--- config.mk ---
export PLATFORM = sky130hd
export DESIGN_NAME = uart_txs_top_flat
export DESIGN_NICKNAME = d
export VERILOG_FILES = /design/src/rtl/uart_txs_pkg.sv /design/src/rtl/uart_txs_if.sv /design/src/rtl/uart_txs_byte_tx.sv /design/src/rtl/uart_txs_top.sv /design/src/flat_wrapper.sv
export SDC_FILE = /design/constraint.sdc
export NUM_CORES = 1
export LEC_CHECK = 0
export BUFFER_PORTS_ARGS = -buffer_cell sky130_fd_sc_hd__buf_2
export CAP_MARGIN = 20
export CORE_MARGIN = 1
export CORE_UTILIZATION = 25
export DETAILED_ROUTE_END_ITERATION = 16
export PLACE_DENSITY = 0.47
export SLEW_MARGIN = 5
export SYNTH_ARGS = -nofsm -noshare
export SYNTH_HDL_FRONTEND = slang
export SYNTH_SLANG_ARGS = --single-unit
--- constraint.sdc ---
create_clock -name sys_clk -period 2.8 [get_ports sys_clk]
set_clock_uncertainty 0.15 [all_clocks]
set_input_delay 0.56 -clock sys_clk [delete_from_list [all_inputs] [get_ports sys_clk]]
set_output_delay 0.56 -clock sys_clk [all_outputs]
set_load 0.02 [all_outputs]
--- src/rtl/uart_txs_pkg.sv ---
// uart_txs_pkg
//   Shared definitions for the multi-byte UART transmitter.
//   - state_t   : packet sequencer states
//   - FRAME_LEN : bits per 8N1 frame (start + 8 data + stop)
//   - baud_div  : clocks per bit, truncated
package uart_txs_pkg;

  typedef enum logic [1:0] {
    IDLE = 2'd0,
    LOAD = 2'd1,
    SEND = 2'd2,
    DONE = 2'd3
  } state_t;

  localparam int FRAME_LEN = 10;

  function automatic int baud_div(input int clk_freq, input int baud);
    return clk_freq / baud;
  endfunction

endpackage

--- src/rtl/uart_txs_if.sv ---
// uart_txs_if
//   Request/data/status bundle of the multi-byte UART transmitter.
//   uart_tx_req   level request from the client
//   idats         packet word, captured when the transmitter leaves IDLE
//   uart_txs_done one-cycle end-of-packet strobe
//   uarttx        serial line, idle high
//   master: client side, slave: transmitter side.
interface uart_txs_if #(
  parameter int DATA_W = 16
);
  logic              uart_tx_req;
  logic [DATA_W-1:0] idats;
  logic              uart_txs_done;
  logic              uarttx;

  modport master (
    output uart_tx_req, idats,
    input  uart_txs_done, uarttx
  );

  modport slave (
    input  uart_tx_req, idats,
    output uart_txs_done, uarttx
  );
endinterface

--- src/rtl/uart_txs_byte_tx.sv ---
// uart_byte_tx
//   8N1 byte serialiser. A start pulse loads din and begins a frame on the
//   next clock; each bit lasts BIT_CYC clocks. start is honoured even during
//   the last stop-bit cycle so frames can be chained without an idle gap.
//   clk   in  clock
//   rst   in  synchronous active-high reset
//   start in  load din and begin a frame
//   din   in  byte to send (LSB first)
//   tx    out registered serial line
//   busy  out frame in progress
//   done  out high during the last clock of the stop bit
module uart_byte_tx
  import uart_txs_pkg::*;
#(
  parameter int BIT_CYC = 86
) (
  input  logic       clk,
  input  logic       rst,
  input  logic       start,
  input  logic [7:0] din,
  output logic       tx,
  output logic       busy,
  output logic       done
);

  localparam int CNT_W = (BIT_CYC > 1) ? $clog2(BIT_CYC) : 1;
  localparam logic [CNT_W-1:0] CNT_LAST = CNT_W'(BIT_CYC - 1);
  localparam logic [3:0]       IDX_LAST = 4'(FRAME_LEN - 1);

  logic [CNT_W-1:0] bit_cnt;
  logic [3:0]       bit_idx;
  logic [7:0]       shift_q;
  logic             busy_q;
  logic             tx_q;
  logic             bit_end;

  assign bit_end = busy_q && (bit_cnt == CNT_LAST);
  assign done    = bit_end && (bit_idx == IDX_LAST);
  assign busy    = busy_q;
  assign tx      = tx_q;

  always_ff @(posedge clk) begin
    if (rst) begin
      bit_cnt <= '0;
      bit_idx <= '0;
      shift_q <= '0;
      busy_q  <= 1'b0;
      tx_q    <= 1'b1;
    end else if (start) begin
      bit_cnt <= '0;
      bit_idx <= '0;
      shift_q <= din;
      busy_q  <= 1'b1;
      tx_q    <= 1'b0;
    end else if (busy_q) begin
      if (bit_end) begin
        bit_cnt <= '0;
        if (bit_idx == IDX_LAST) begin
          busy_q  <= 1'b0;
          bit_idx <= '0;
        end else begin
          bit_idx <= bit_idx + 4'd1;
          // Leaving d7 enters the stop bit; otherwise shift out the next data bit.
          if (bit_idx == 4'd8) begin
            tx_q <= 1'b1;
          end else begin
            tx_q    <= shift_q[0];
            shift_q <= {1'b0, shift_q[7:1]};
          end
        end
      end else begin
        bit_cnt <= bit_cnt + CNT_W'(1);
      end
    end
  end

endmodule

--- src/rtl/uart_txs_top.sv ---
// uart_txs_top
//   Captures a DATA_W word on request and sends it as DATA_W/8 chained 8N1
//   frames, most significant byte first, then pulses uart_txs_done.
//   sys_clk in    clock
//   rst_n   in    synchronous reset, active HIGH
//   bus     slave uart_tx_req / idats in, uart_txs_done / uarttx out
//
//   state | meaning
//   IDLE  | line idle; sample req, capture idats on request
//   LOAD  | start the most significant byte
//   SEND  | frames on the line; chain next byte or finish
//   DONE  | one-cycle done strobe
module uart_txs_top
  import uart_txs_pkg::*;
#(
  parameter int CLK_FREQ = 10_000_000,
  parameter int BAUD     = 115_200,
  parameter int DATA_W   = 16
) (
  input  logic        sys_clk,
  input  logic        rst_n,
  uart_txs_if.slave   bus
);

  localparam int NBYTES  = DATA_W / 8;
  localparam int BIT_CYC = baud_div(CLK_FREQ, BAUD);
  localparam int IDX_W   = (NBYTES > 1) ? $clog2(NBYTES) : 1;
  localparam logic [IDX_W-1:0] IDX_TOP = IDX_W'(NBYTES - 1);

  state_t            state_q, state_d;
  logic [DATA_W-1:0] data_q;
  logic [IDX_W-1:0]  byte_idx;
  logic [IDX_W-1:0]  sel_idx;
  logic [7:0]        byte_data;
  logic              byte_start;
  logic              byte_busy;
  logic              byte_done;
  logic              tx_line;
  logic              done_c;

  always_ff @(posedge sys_clk) begin
    if (rst_n) state_q <= IDLE;
    else       state_q <= state_d;
  end

  always_comb begin
    state_d = state_q;
    case (state_q)
      IDLE: if (bus.uart_tx_req) state_d = LOAD;
      LOAD: state_d = SEND;
      SEND: begin
        if (byte_done && (byte_idx == '0)) state_d = DONE;
        // Recovery only: the serialiser should never be idle while in SEND.
        else if (!byte_busy)               state_d = DONE;
      end
      DONE: state_d = IDLE;
      default: state_d = IDLE;
    endcase
  end

  always_comb begin
    byte_start = 1'b0;
    sel_idx    = IDX_TOP;
    done_c     = 1'b0;
    case (state_q)
      LOAD: byte_start = 1'b1;
      SEND: begin
        // Chain the next byte into the last stop-bit cycle to avoid a gap.
        if (byte_done && (byte_idx != '0)) begin
          byte_start = 1'b1;
          sel_idx    = byte_idx - IDX_W'(1);
        end
      end
      DONE: done_c = 1'b1;
      default: ;
    endcase
    byte_data = data_q[8*int'(sel_idx) +: 8];
  end

  always_ff @(posedge sys_clk) begin
    if (rst_n) begin
      data_q   <= '0;
      byte_idx <= '0;
    end else begin
      if ((state_q == IDLE) && bus.uart_tx_req) data_q <= bus.idats;
      if (state_q == LOAD) byte_idx <= IDX_TOP;
      else if ((state_q == SEND) && byte_done && (byte_idx != '0))
        byte_idx <= byte_idx - IDX_W'(1);
    end
  end

  uart_byte_tx #(
    .BIT_CYC (BIT_CYC)
  ) u_byte_tx (
    .clk   (sys_clk),
    .rst   (rst_n),
    .start (byte_start),
    .din   (byte_data),
    .tx    (tx_line),
    .busy  (byte_busy),
    .done  (byte_done)
  );

  assign bus.uarttx        = tx_line;
  assign bus.uart_txs_done = done_c;

endmodule

--- src/flat_wrapper.sv ---
// flat-port wrapper written by rule: the top's interface ports become plain ports
module uart_txs_top_flat import uart_txs_pkg::*;
#(
  parameter int CLK_FREQ = 10_000_000,
  parameter int BAUD     = 115_200,
  parameter int DATA_W   = 16
)
  (sys_clk, rst_n, bus_uart_tx_req, bus_idats, bus_uart_txs_done, bus_uarttx);
  uart_txs_if #(.DATA_W(DATA_W)) bus_i ();
  input  logic sys_clk;
  input  logic rst_n;
  input wire logic [$bits(bus_i.uart_tx_req)-1:0] bus_uart_tx_req;
  input wire logic [$bits(bus_i.idats)-1:0] bus_idats;
  output wire logic [$bits(bus_i.uart_txs_done)-1:0] bus_uart_txs_done;
  output wire logic [$bits(bus_i.uarttx)-1:0] bus_uarttx;
  assign bus_i.uart_tx_req = bus_uart_tx_req;
  assign bus_i.idats = bus_idats;
  assign bus_uart_txs_done = bus_i.uart_txs_done;
  assign bus_uarttx = bus_i.uarttx;
  uart_txs_top #(.CLK_FREQ(CLK_FREQ), .BAUD(BAUD), .DATA_W(DATA_W)) u_core (.sys_clk(sys_clk), .rst_n(rst_n), .bus(bus_i));
endmodule
== After elaboration in Yosys (flattened, before gate mapping) ==
Index checks and enable logic that the tools add are counted.

* Add/sub/neg operators: 3
* Eq/ne operators: 10
* Shift operators: 1
* Multiplexer cells: 27
* Bitwise gates (word level): 1
* Reductions and logical operators: 16

{| class="wikitable"
|+ Operators with widths
! cell !! number
|-
| 2-to-1 mux 8 bit || 5
|-
| indexed part select 16 x 5 -> 8 bit || 1
|-
| 2-to-1 mux 1 bit || 15
|-
| == test 4 bit (second input constant) || 2
|-
| one-hot mux 2 bit (4 select lines) || 1
|-
| adder 7 x 1 -> 7 bit (second input constant) || 1
|-
| == test 7 bit (second input constant) || 1
|-
| logical AND 1 bit || 7
|-
| 2-to-1 mux 7 bit || 1
|-
| 2-to-1 mux 2 bit || 3
|-
| nonzero test 2 bit || 3
|-
| adder 4 x 1 -> 4 bit (second input constant) || 1
|-
| == test 2 bit (second input constant) || 2
|-
| 2-to-1 mux 4 bit || 1
|-
| != test 2 x 1 -> 1 bit (second input constant) || 2
|-
| AND reduction 2 bit || 2
|-
| AND reduction 4 bit || 1
|-
| != test 3 x 2 -> 1 bit (second input constant) || 1
|-
| AND reduction 3 bit || 1
|-
| == test 2 x 1 -> 1 bit (second input constant) || 1
|-
| logical NOT 2 bit || 1
|-
| != test 2 bit (second input constant) || 1
|-
| one-hot mux 1 bit (2 select lines) || 1
|-
| OR reduction 2 bit || 1
|-
| 2 further kinds || 2
|}

* Register bits: 40

== Logic depth before layout (Yosys ltp) ==
* Depth after elaboration: 8
* Mapped depth: 8
* Mapped depth without buffers: 6

== Cells and area by module ==
A second synthesis with hierarchy kept.

* Cell total of the unflattened synthesis: 228
* Area, all modules: 2055.7 µm²

{| class="wikitable"
|+ By module, submodules not included
! module !! instances !! cells each !! area an instance (µm²) !! sequential area each (µm²)
|-
| uart_byte_tx || 1 || 124 || 1136.1 || 420.4
|-
| uart_txs_top || 1 || 104 || 919.6 || 380.4
|}

== Least setup slack after synthesis ==
No wires, ideal clock.

* Path kind: reg2reg
* Start point: reg u_core.u_byte_tx.bit_cnt[0]
* End point: reg u_core.u_byte_tx.shift_q[1]
* Arrival: 1.755 ns
* Required time: 2.514 ns
* Slack: 0.760 ns
* Stages on the path, launching flop included: 8
* Clock period less this slack: 2.040 ns
* Path through: dfxtp_1 > ha_1 > nand4b_4 > or4_1 > buf_6 > o21ai_4 > buf_6 > o22ai_1

* Longest elaborated chain between the ends: 8
* Elaborated cells on any way between the ends: 15
* Classes of those cells: 3 x eq/ne; 1 x shift; 5 x mux; 6 x reduce/logical

{| class="wikitable"
|+ Ends and longest elaborated chain
! what !! RTL line !! source
|-
| start: declaration || uart_txs_byte_tx.sv:30 || <nowiki>logic [CNT_W-1:0] bit_cnt;</nowiki>
|-
| start signal: assignment || uart_txs_byte_tx.sv:72 || <nowiki>bit_cnt <= bit_cnt + CNT_W'(1);</nowiki>
|-
| == test 7 bit * || uart_txs_byte_tx.sv:37 || <nowiki>assign bit_end = busy_q && (bit_cnt == CNT_LAST);</nowiki>
|-
| logical AND 1 bit * || uart_txs_byte_tx.sv:37 ||
|-
| logical AND 1 bit || uart_txs_byte_tx.sv:38 || <nowiki>assign done = bit_end && (bit_idx == IDX_LAST);</nowiki>
|-
| logical AND 1 bit || uart_txs_top.sv:69 || <nowiki>if (byte_done && (byte_idx != '0)) begin</nowiki>
|-
| 2-to-1 mux 1 bit || uart_txs_top.sv:69 ||
|-
| 2-to-1 mux 1 bit / one-hot mux 1 bit (2 select lines) (equally long branches) || uart_txs_top.sv:65 || <nowiki>case (state_q)</nowiki>
|-
| indexed part select 16 x 5 -> 8 bit (tied with other cells) || uart_txs_top.sv:77 || <nowiki>byte_data = data_q[8*int'(sel_idx) +: 8];</nowiki>
|-
| 2-to-1 mux 8 bit / AND reduction 4 bit (equally long branches) || - ||
|-
| end signal: assignment || uart_txs_byte_tx.sv:52 || <nowiki>shift_q <= din;</nowiki>
|-
| end signal: assignment || uart_txs_byte_tx.sv:68 || <nowiki>shift_q <= {1'b0, shift_q[7:1]};</nowiki>
|-
| end: declaration || uart_txs_byte_tx.sv:32 || <nowiki>logic [7:0] shift_q;</nowiki>
|}

Mark *: on every way between the ends. The rest lies on a longest branch, timed or not.
A chain may end at the register's enable or synchronous reset.

== Worst setup path in the final report ==
* Start point: reg u_core.u_byte_tx.bit_cnt[0]
* End point: reg u_core.u_byte_tx.shift_q[6]

The elaborated chain is that of the path after synthesis.

==> results by group <==
Global route
  • Largest net degree at the start of global routing: 25
  • Vias in the first global route: 1422
  • Congestion Overflow GR: 0
  • Global-route wire length before repair: 6672 um
  • Initial antenna violation count: 0
  • Gr usage total: 11.07%

Outcome
  • Status: finished, final reports clean

Placement
  • Area after DPL: 0.002066 mm2
  • Placer congestion estimate: 0.7112
  • Placed Cells: 323
  • I/O Buffers: 20
  • Post-DP HPWL: 2734 um

CTS
  • Post-CTS setup buffers: 0
  • CTS Sinks: 40
  • Worst-path clk slew: 0.08 ns
  • Clock latency on the worst-skew pair: 0.29 ns
  • Hold-fix buffers, CTS: 0
  • H-tree Lvls: 2
  • Clock buffer depth: 2
  • Resized cells post-CTS: 0
  • Clock root buffer: clkbuf_8
  • CTS tree: done
  • Num CTS Buffers: 5

Die
  • Die Ht: 88.56 um
  • Ports: 21
  • Die area: 0.007842 mm2
  • Rows: 31
  • Die span in x: 88.56 um
  • Initial Util: 25.82%
  • Core Area: 0.007253 mm2

Synth
  • Post-Syn Area per Cell: 8.919 um2
  • Cell variety after synth: 38
  • Synth Warn #: 0
  • Gate Count Post-Synth: 210
  • Syn_nets: 236
  • Flops & latches, synth: 40
  • Syn Std Cell Area: 0.001873 mm2
  • Seq/Total Area, Yosys: 42.75%

Cells and area
  • Share of cells above drive strength 1: 14.66%
  • Non-Filler Instances: 331
  • Commonest non-fill, non-tap cells in the layout: 41 x nand2_1, 40 x dfxtp_1, 24 x a21oi_1
  • Synth-to-layout area growth: 16.43%
  • Commonest non-fill, non-tap cell in the layout: nand2_1
  • Final instance area: 0.002181 mm2
  • Nets: 257
  • Ant diodes: 0

Timing
  • Final Cycle Share: 78.26%
  • Final min period: 2.191 ns
  • Setup TNS: 0 ns
  • Final hold viol count: 0
  • Worst-margin pin slew: 0.6843 ns
  • Slew Viols, Final: 0
  • Slew HR: 54.13%
  • Setup violations, final: 0
  • Maximum clock rate: 456.3 MHz
  • Setup repair after global routing missed its margin: false

Worst hold path
  • WHS Path Cells: 2
  • Sink of the worst hold path: u_core.data_q[15]
  • Worst Hold Class: reg -> reg
  • Hold_sp: u_core.data_q[15]

Route
  • WL per Instance: 11.86 um
  • Initial DRC count: 54
  • Final ANT Viol Nets: 0
  • First-pass iteration count of the detailed router: 4
  • Drt total wl: 3926 um
  • Drt via density: 4.526
  • Via count: 1498
  • Post-route DRC violation count: 0

Flow run
  • Max Cap Violations: 0

Worst setup path
  • Setup crit start kind: register
  • Reg2Reg Setup Slack: 0.61 ns
  • Critical path arrival: 2.20 ns
  • Worst setup EP type: register
  • Reg-to-Reg Start: u_core.u_byte_tx.bit_cnt[0]
  • Worst setup path class: reg -> reg
  • CP Max Fanout: 14
  • Req. time, crit path: 2.80 ns
  • Cells on worst reg2reg path: 5
  • Reg2reg end: u_core.u_byte_tx.shift_q[6]

Pwr
  • Pwr per Cell Area: 718.5 mW/mm2
  • Leakage: 0.8303 nW
  • VDD IR max: 0.2400 mV
==> how the worst max path moves through the flow <==
stage                                      from                          end  slack, ns  cells after the start
floorplan           u_core.u_byte_tx.bit_cnt[0]  u_core.u_byte_tx.shift_q[1]       0.76                      7
global placement    u_core.u_byte_tx.bit_cnt[0]  u_core.u_byte_tx.shift_q[6]       0.65                      5
detailed placement  u_core.u_byte_tx.bit_cnt[0]  u_core.u_byte_tx.shift_q[6]       0.63                      5
CTS                 u_core.u_byte_tx.bit_cnt[0]  u_core.u_byte_tx.shift_q[6]       0.61                      5
global route        u_core.u_byte_tx.bit_cnt[0]  u_core.u_byte_tx.shift_q[5]       0.49                      5
finish              u_core.u_byte_tx.bit_cnt[0]  u_core.u_byte_tx.shift_q[6]       0.61                      5
==> critical path: stages (launching register included) <==
cell and delay [ns]:
dfxtp_1 0.41, ha_1 0.23, nand4b_4 0.14, or4_1 0.62, o21ai_4 0.37, o22ai_1 0.14
==> synthesized netlist by cell type <==
cell type | count | share of area, %
o22ai_1 | 7 | 2.3
nand2b_1 | 3 | 1.0
nor3b_1 | 1 | 0.40
mux2i_1 | 15 | 8.0
o21ai_4 | 1 | 0.87
nand4_1 | 4 | 1.3
and4b_1 | 1 | 0.53
a21o_1 | 1 | 0.40
nand4b_4 | 1 | 1.3
a211oi_1 | 1 | 0.40
nor3_2 | 1 | 0.53
a21boi_0 | 1 | 0.40
a21oi_1 | 24 | 6.4
nor2b_1 | 4 | 1.3
nor3_1 | 2 | 0.53
o211ai_1 | 2 | 0.80
and2_1 | 2 | 0.67
o21ai_0 | 6 | 1.6
nand2_1 | 41 | 8.2
nand3b_1 | 3 | 1.2
buf_2 | 1 | 0.27
ha_1 | 7 | 4.7
a31oi_1 | 2 | 0.67
and3b_1 | 1 | 0.47
o32ai_1 | 1 | 0.47
or4_1 | 2 | 0.80
xor2_1 | 4 | 1.9
a221o_1 | 1 | 0.53
clkbuf_1 | 5 | 1.0
o31ai_1 | 1 | 0.40
nor4_1 | 2 | 0.67
nand4bb_4 | 1 | 1.5
dfxtp_1 | 40 | 43
or3_1 | 1 | 0.33
xnor2_1 | 2 | 0.94
nor2_1 | 10 | 2.0
inv_1 | 6 | 1.2
buf_6 | 2 | 1.2
==> layer usage <==
layer	up-vias	wire length, um	part of all wire (%)	track usage, %
met3	5	99	2.5	2.519
met4	0	45	1.1	3.959
met5	-	0	0	0
met2	18	1778	45	18.18
li1	781	-	-	-
met1	694	2003	51	14.25
==> registers in the layout, indices dropped and copies added (netlist names) <==
register	cells
u_core.u_byte_tx.shift_q	8
u_core.u_byte_tx.tx	1
u_core.byte_idx	1
u_core.u_byte_tx.bit_cnt	7
u_core.data_q	16
u_core.u_byte_tx.bit_idx	4
u_core.u_byte_tx.busy	1
u_core.state_q	2
==> power breakdown <==
part	total [mW]	switching, mW	leakage (nW)	internal, mW
logic	0.384	0.243	0.450	0.141
registers	0.694	0.0499	0.326	0.644
clock network	0.489	0.220	0.0548	0.269
==> area by class of cell <==
type / instances / area (um2)
clock buffer: 5 / 68.82
clock inverter: 3 / 46.29
fill: 789 / 5072
inverter: 6 / 22.52
multi-input combinational: 156 / 1003
sequential: 40 / 800.8
tap: 99 / 123.9
timing repair buffer: 22 / 115.1
==> cells by family after synthesis <==
kind of cell	after synthesis	share of synthesized area, %
xor gates and xnor gates	6	2.806
AOI/OAI and AO/OA	48	15.30
and+or+nand+nor	80	22.78
DFF	40	42.75
adders and majority gates	7	4.676
muxes	15	8.016
buffers and inverters	14	3.674
==> through the flow <==
step,power (mW),util [%],hold slack (ns),setup slack [ns]
after floorplan,0.9997,-,0.2817,0.7596
after global placement,1.096,28.48,0.2948,0.6528
after detailed placement,1.093,28.48,0.2950,0.6319
after CTS,1.589,30.07,0.3069,0.6119
after global routing,1.661,30.07,0.3271,0.4932
final,1.567,30.07,0.3044,0.6087
Power figures use the tool's default switching activity.
